[src/rtl/axi_lite_cmd_master.sv]
// Single-outstanding AXI4-Lite master: turns a valid/ready command port into one
// AXI4-Lite read or write and hands back the response on a valid/ready port.
module axi_lite_cmd_master #(
    parameter int ADDR_WIDTH   = 32,
    parameter int DATA_WIDTH   = 32,
    parameter int STROBE_WIDTH = DATA_WIDTH / 8
) (
    input  logic                    clk,
    input  logic                    rst,
    input  logic                    i_cmd_valid,
    output logic                    o_cmd_ready,
    input  logic                    i_cmd_write,
    input  logic [ADDR_WIDTH-1:0]   i_cmd_addr,
    input  logic [DATA_WIDTH-1:0]   i_cmd_wdata,
    input  logic [STROBE_WIDTH-1:0] i_cmd_wstrb,
    output logic                    o_rsp_valid,
    input  logic                    i_rsp_ready,
    output logic [1:0]              o_rsp_resp,
    output logic [DATA_WIDTH-1:0]   o_rsp_rdata,
    output logic                    o_awvalid,
    output logic [ADDR_WIDTH-1:0]   o_awaddr,
    input  logic                    i_awready,
    output logic                    o_wvalid,
    output logic [DATA_WIDTH-1:0]   o_wdata,
    output logic [STROBE_WIDTH-1:0] o_wstrb,
    input  logic                    i_wready,
    input  logic                    i_bvalid,
    input  logic [1:0]              i_bresp,
    output logic                    o_bready,
    output logic                    o_arvalid,
    output logic [ADDR_WIDTH-1:0]   o_araddr,
    input  logic                    i_arready,
    input  logic                    i_rvalid,
    input  logic [1:0]              i_rresp,
    input  logic [DATA_WIDTH-1:0]   i_rdata,
    output logic                    o_rready
);

    typedef enum logic [2:0] {
        IDLE    = 3'd0,
        WR_REQ  = 3'd1,
        WR_RESP = 3'd2,
        RD_REQ  = 3'd3,
        RD_DATA = 3'd4,
        RSP     = 3'd5
    } state_t;

    state_t state;
    state_t state_next;
    logic   run;
    logic   aw_done;
    logic   w_done;
    logic   cmd_fire;
    logic   b_fire;
    logic   r_fire;

    assign cmd_fire = i_cmd_valid && o_cmd_ready;
    assign b_fire   = (state == WR_RESP) && i_bvalid;
    assign r_fire   = (state == RD_DATA) && i_rvalid;

    always_ff @(posedge clk or posedge rst) begin
        if (rst) begin
            state <= IDLE;
        end else begin
            state <= state_next;
        end
    end

    // run keeps cmd_ready low while reset is held and for the edge that releases it.
    always_ff @(posedge clk or posedge rst) begin
        if (rst) begin
            run <= 1'b0;
        end else begin
            run <= 1'b1;
        end
    end

    always_comb begin
        state_next = state;
        case (state)
            IDLE: begin
                if (run && i_cmd_valid) begin
                    state_next = i_cmd_write ? WR_REQ : RD_REQ;
                end
            end
            WR_REQ: begin
                if ((aw_done || i_awready) && (w_done || i_wready)) begin
                    state_next = WR_RESP;
                end
            end
            WR_RESP: begin
                if (i_bvalid) begin
                    state_next = RSP;
                end
            end
            RD_REQ: begin
                if (i_arready) begin
                    state_next = RD_DATA;
                end
            end
            RD_DATA: begin
                if (i_rvalid) begin
                    state_next = RSP;
                end
            end
            RSP: begin
                if (i_rsp_ready) begin
                    state_next = IDLE;
                end
            end
            default: state_next = IDLE;
        endcase
    end

    always_comb begin
        o_cmd_ready = 1'b0;
        o_awvalid   = 1'b0;
        o_wvalid    = 1'b0;
        o_bready    = 1'b0;
        o_arvalid   = 1'b0;
        o_rready    = 1'b0;
        o_rsp_valid = 1'b0;
        case (state)
            IDLE:    o_cmd_ready = run;
            WR_REQ: begin
                o_awvalid = !aw_done;
                o_wvalid  = !w_done;
            end
            WR_RESP: o_bready    = 1'b1;
            RD_REQ:  o_arvalid   = 1'b1;
            RD_DATA: o_rready    = 1'b1;
            RSP:     o_rsp_valid = 1'b1;
            default: ;
        endcase
    end

    // AW and W complete independently; each flag retires its own valid.
    always_ff @(posedge clk or posedge rst) begin
        if (rst) begin
            aw_done <= 1'b0;
            w_done  <= 1'b0;
        end else if (state != WR_REQ) begin
            aw_done <= 1'b0;
            w_done  <= 1'b0;
        end else begin
            if (i_awready) begin
                aw_done <= 1'b1;
            end
            if (i_wready) begin
                w_done <= 1'b1;
            end
        end
    end

    always_ff @(posedge clk or posedge rst) begin
        if (rst) begin
            o_awaddr <= '0;
            o_araddr <= '0;
            o_wdata  <= '0;
            o_wstrb  <= '0;
        end else if (cmd_fire) begin
            o_awaddr <= i_cmd_addr;
            o_araddr <= i_cmd_addr;
            o_wdata  <= i_cmd_wdata;
            o_wstrb  <= i_cmd_wstrb;
        end
    end

    always_ff @(posedge clk or posedge rst) begin
        if (rst) begin
            o_rsp_resp  <= 2'b00;
            o_rsp_rdata <= '0;
        end else if (b_fire) begin
            o_rsp_resp  <= i_bresp;
            o_rsp_rdata <= '0;
        end else if (r_fire) begin
            o_rsp_resp  <= i_rresp;
            o_rsp_rdata <= i_rdata;
        end
    end

endmodule

[config.mk]
export PLATFORM = sky130hd
export DESIGN_NAME = axi_lite_cmd_master
export DESIGN_NICKNAME = d
export VERILOG_FILES = /design/src/rtl/axi_lite_cmd_master.sv
export SDC_FILE = /design/constraint.sdc
export NUM_CORES = 1
export LEC_CHECK = 0
export ABC_AREA = 1
export CAP_MARGIN = 30
export CORE_ASPECT_RATIO = 0.75
export CORE_UTILIZATION = 36
export CTS_CLUSTER_SIZE = 25
export DETAILED_ROUTE_END_ITERATION = 12
export PLACE_DENSITY_LB_ADDON = 0.15
export SYNTH_ARGS = -nofsm -noshare
export SYNTH_HDL_FRONTEND = slang
export SYNTH_SLANG_ARGS = --single-unit
[constraint.sdc]
create_clock -name clk -period 3.3 [get_ports clk]
set_input_delay 0.66 -clock clk [delete_from_list [all_inputs] [get_ports clk]]
set_output_delay 0.66 -clock clk [all_outputs]
set_load 0.01 [all_outputs]
==> results <==
- The clock latency on the worst-skew pair is roughly 0.35 ns.
- The total core area is 12970 um^2.
- A synthesized cell averages 8.917 um^2.
- The total chip power is about 6.8 mW.
- For this run, the register share of the synthesized area comes to 56.54%.
- For this block, the initial DRC count from the detailed router was 144.
- The number of pins exceeding their max-slew limit in the final report came to 0.
- The origin of the worst min-delay path is o_rsp_rdata[9].
- Counting the fill cells in the layout gives between 1000 and 1500.
- Gates resized during post-CTS repair numbered 0.
- The total nets after synthesis is 650.
- Dividing the final minimum period by the clock period gives between 70 and 80%.
- The buffer count from post-CTS setup fixing is 0.
- The share of layout cells above drive strength 1 is 8.800%.
- The flow ran to the end, and the final reports show no timing, DRC or antenna violations.
- For met3 alone, demand over resource in global routing was under 10%.
- The setup slack of the worst register-to-register path is roughly 1.4 ns.
- The analysis attributes to cell leakage a power of 3.452 nW.
- From left edge to right edge, the die measures between 100 and 150 um.
- The actual transition at the worst max-transition pin is 0.6462 ns.
- The final HPWL from detailed placement is about 9500 um.
- Hold repair after CTS inserted 0 buffers.
- Counting every instance in the synthesized netlist gives 536.
- The worst hold path belongs to the class flip-flop to flip-flop.
- The worst register-to-register path ends at o_wdata[7].
- The number of max-cap violations is 0.
- The number of rows in the core area is 36.
- The largest driver fanout on the critical path is 8.
- The worst hold path was traced through 2 stages.
- The top cell types in the final layout, fill and taps aside, are clkdlybuf4s50_1 (254), nand2_1 (220), dfrtp_1 (108), o21ai_0 (70), nand2_2 (32).
- STA puts the critical path data arrival time at roughly 1.9 ns.
- Synthesis inferred about 110 register bits.
- The critical register-to-register path startpoint is state[1].
- In this run the tightest slew margin relative to its limit is roughly 57%.
- The I/O pin count is 255.
- Summed over all layers, the routed wires come to 13490 um.
- The biggest area contributor in the post-synthesis netlist is dfrtp_1.
- The count of clock tree sinks is approximately 110.
- The clock tree from TritonCTS is done.
- Once routing completed, OpenROAD measured the worst setup slack at 0.7438 ns.
- The synthesis-to-layout area growth is 55.81%.
- The final clock skew is between 0.01 and 0.015 ns.
- The met1 layer usage reported by global route is between 20 and 25%.
- The final sum of negative setup slack is 0 ns.
- The number of distinct library cell variants in the gate-level netlist after synthesis is 23.
- Hold is met by 0.4811 ns.
- By area the synthesized netlist is led by dfrtp_1 (57%), nand2_1 (17%), o21ai_0 (7.3%), buf_4 (5.2%), nand2_2 (4.1%).
- Static timing analysis puts the maximum clock frequency at 391.2 MHz.
- The floorplan step set the die height to slightly above 100 um.
- The number of antenna violations at the first check in global routing is 0.
- In the final layout, flip-flops and latches occupy between 2000 and 3000 um^2.
- The share of Yosys cell area claimed by the top area cell type is 56.54%.
- The endpoint with the worst hold slack is o_rsp_rdata[9].
- The remaining global-route overflow is 0.
- The initial core utilization is 36.84%.
- Measured in cells, the most critical reg-to-reg path has a length of 7.
- The floorplan die area is between 10000 and 15000 um^2.
- The first-pass GRT wire length is between 20000 and 25000 um.
- The worst setup path is launched from a flip-flop.
- The number of port buffers is between 200 and 300.
- Among all flip-flop cells after synthesis, the most frequent one is dfrtp_1.
- For this run, the number of Yosys warnings is 0.
- The library cell used most frequently in the layout, excluding fill and tap cells, is clkdlybuf4s50_1.
- Timing analysis after detailed placement gives a worst setup slack of between 1 and 1.5 ns.
- IR analysis of the VDD net gives a maximum drop of just under 0.5 mV.
- Dividing the detail-routed via count by the number of cells gives 4.573.
- Routability-driven placement finished with a final weighted congestion of 0.8077.
- The number of buffers added by the clock tree synthesis step is 9.
- After detailed routing, the average wire length per cell comes to approximately 15 um.
- Across every metal layer, demand over resource in global routing totals 19.83%.
- The final critical-path required period is between 2 and 3 ns.
- The DRC violations left is 0.
- Power spread over the standard cell area amounts to 911.8 nW/um^2.
- For this run, global-route usage on met2 was measured as 32.08%.
- In the final layout, the multi-input gates occupy around 1600 um^2.
- The number of failing setup endpoints in the final timing report is 0.
- The first detailed-routing pass ran for 5 iterations.
- The async set-or-reset flop fraction in the synthesized netlist is 100.0%.
- Clock-pin slew was measured on the worst setup and hold paths at approximately 0.070 ns.
- The path type of the worst setup path is flip-flop to primary output.
- In this run the deepest clock path goes through 2 buffers.
- The cell sitting at the root of the clock tree is a clkbuf_16.
- In this run the remaining antenna-violating nets after routing total 0.
- The synthesized design contains 0 enable-type register cells.
- The number of H-tree levels is 3.
- STA classifies the critical path endpoint as a primary output.
- The busiest metal layer after global routing is met2.
- The largest net degree at the start of global routing is 109.
- The via count of the first global-routing pass was a little over 4000.
- The post-route core utilization is about 57%.
- Summing every instance area after synthesis gives between 4000 and 5000 um^2.
- For this run, the post-layout net count is 860.
- The number of hold violations in the final report was 0.
- The antenna diode count is 0.
- At the worst endpoint, the required time is 2.64 ns.
- The total number of vias is between 4000 and 5000.
- Setup repair after global routing left no endpoint under its margin.
## how the worst max path moves through the flow
stage	startpoint	slack, ns	cells past startpoint	end
final	state[1]	0.74	4	o_awvalid
after global routing	state[1]	0.62	4	o_awvalid
after CTS	state[1]	0.72	4	o_awvalid
after detailed placement	i_rvalid	1.06	8	o_rsp_resp[1]
after global placement	i_rvalid	1.07	8	o_rsp_resp[0]
after floorplan	rst	1.34	1	aw_done
## critical path: stages, from the launching register on
cell             delay, ns
dfrtp_1               0.50
nor2_4                0.21
nand2_1               0.15
nor2_1                0.13
clkdlybuf4s50_1       0.55
## flip-flops by register name (all words and copies together), names as in the netlist
name / cells
o_wdata: 32
o_rsp_resp: 2
o_araddr: 32
o_wstrb: 4
aw_done: 1
w_done: 1
o_rsp_rdata: 32
run: 1
state: 3
## routing by layer
metal / routed length, um / up-vias
met3: 1200 / 18
met5: 0 / -
met2: 6407 / 155
met1: 5674 / 1991
li1: - / 2048
met4: 207 / 0
## per-stage QoR
step | instance area [um^2] | instances
detailed placement | 7157 | 906
floorplan | 4783 | 536
finish | 7447 | 921
global route | 7447 | 921
global placement | 7157 | 906
CTS | 7447 | 921
## cell type report
type                            count  share of cell area, %
Clock buffer                       10                  3.075
Clock inverter                      5                 0.8233
Inverter                           13                 0.8065
Tap cell                          171                  2.873
Sequential cell                   108                  36.29
Multi-Input combinational cell    354                  21.22
Timing Repair Buffer              260                  34.91
## logic make-up after synthesis
| family | share of synthesized area, % |
|---|---|
| buf+inv | 10.44 |
| simple gates | 25.50 |
| compound gates | 7.435 |
| other cells | 0.07846 |
| flops | 56.54 |
## synthesized netlist by cell type (3+ instances only)
| library cell | n |
|---|---|
| buf_12 | 3 |
| buf_2 | 9 |
| buf_4 | 33 |
| buf_6 | 4 |
| clkbuf_1 | 12 |
| dfrtp_1 | 108 |
| inv_1 | 9 |
| inv_2 | 3 |
| nand2_1 | 221 |
| nand2_2 | 31 |
| nand2_4 | 3 |
| nand3_1 | 7 |
| nor2_1 | 12 |
| nor2_4 | 3 |
| o21ai_0 | 70 |
## power breakdown
part           switching, mW  internal [mW]
clock network          0.494          0.588
logic                   1.53           1.79
registers              0.449           1.94
Note: power is estimated with default switching activity, not from simulation.
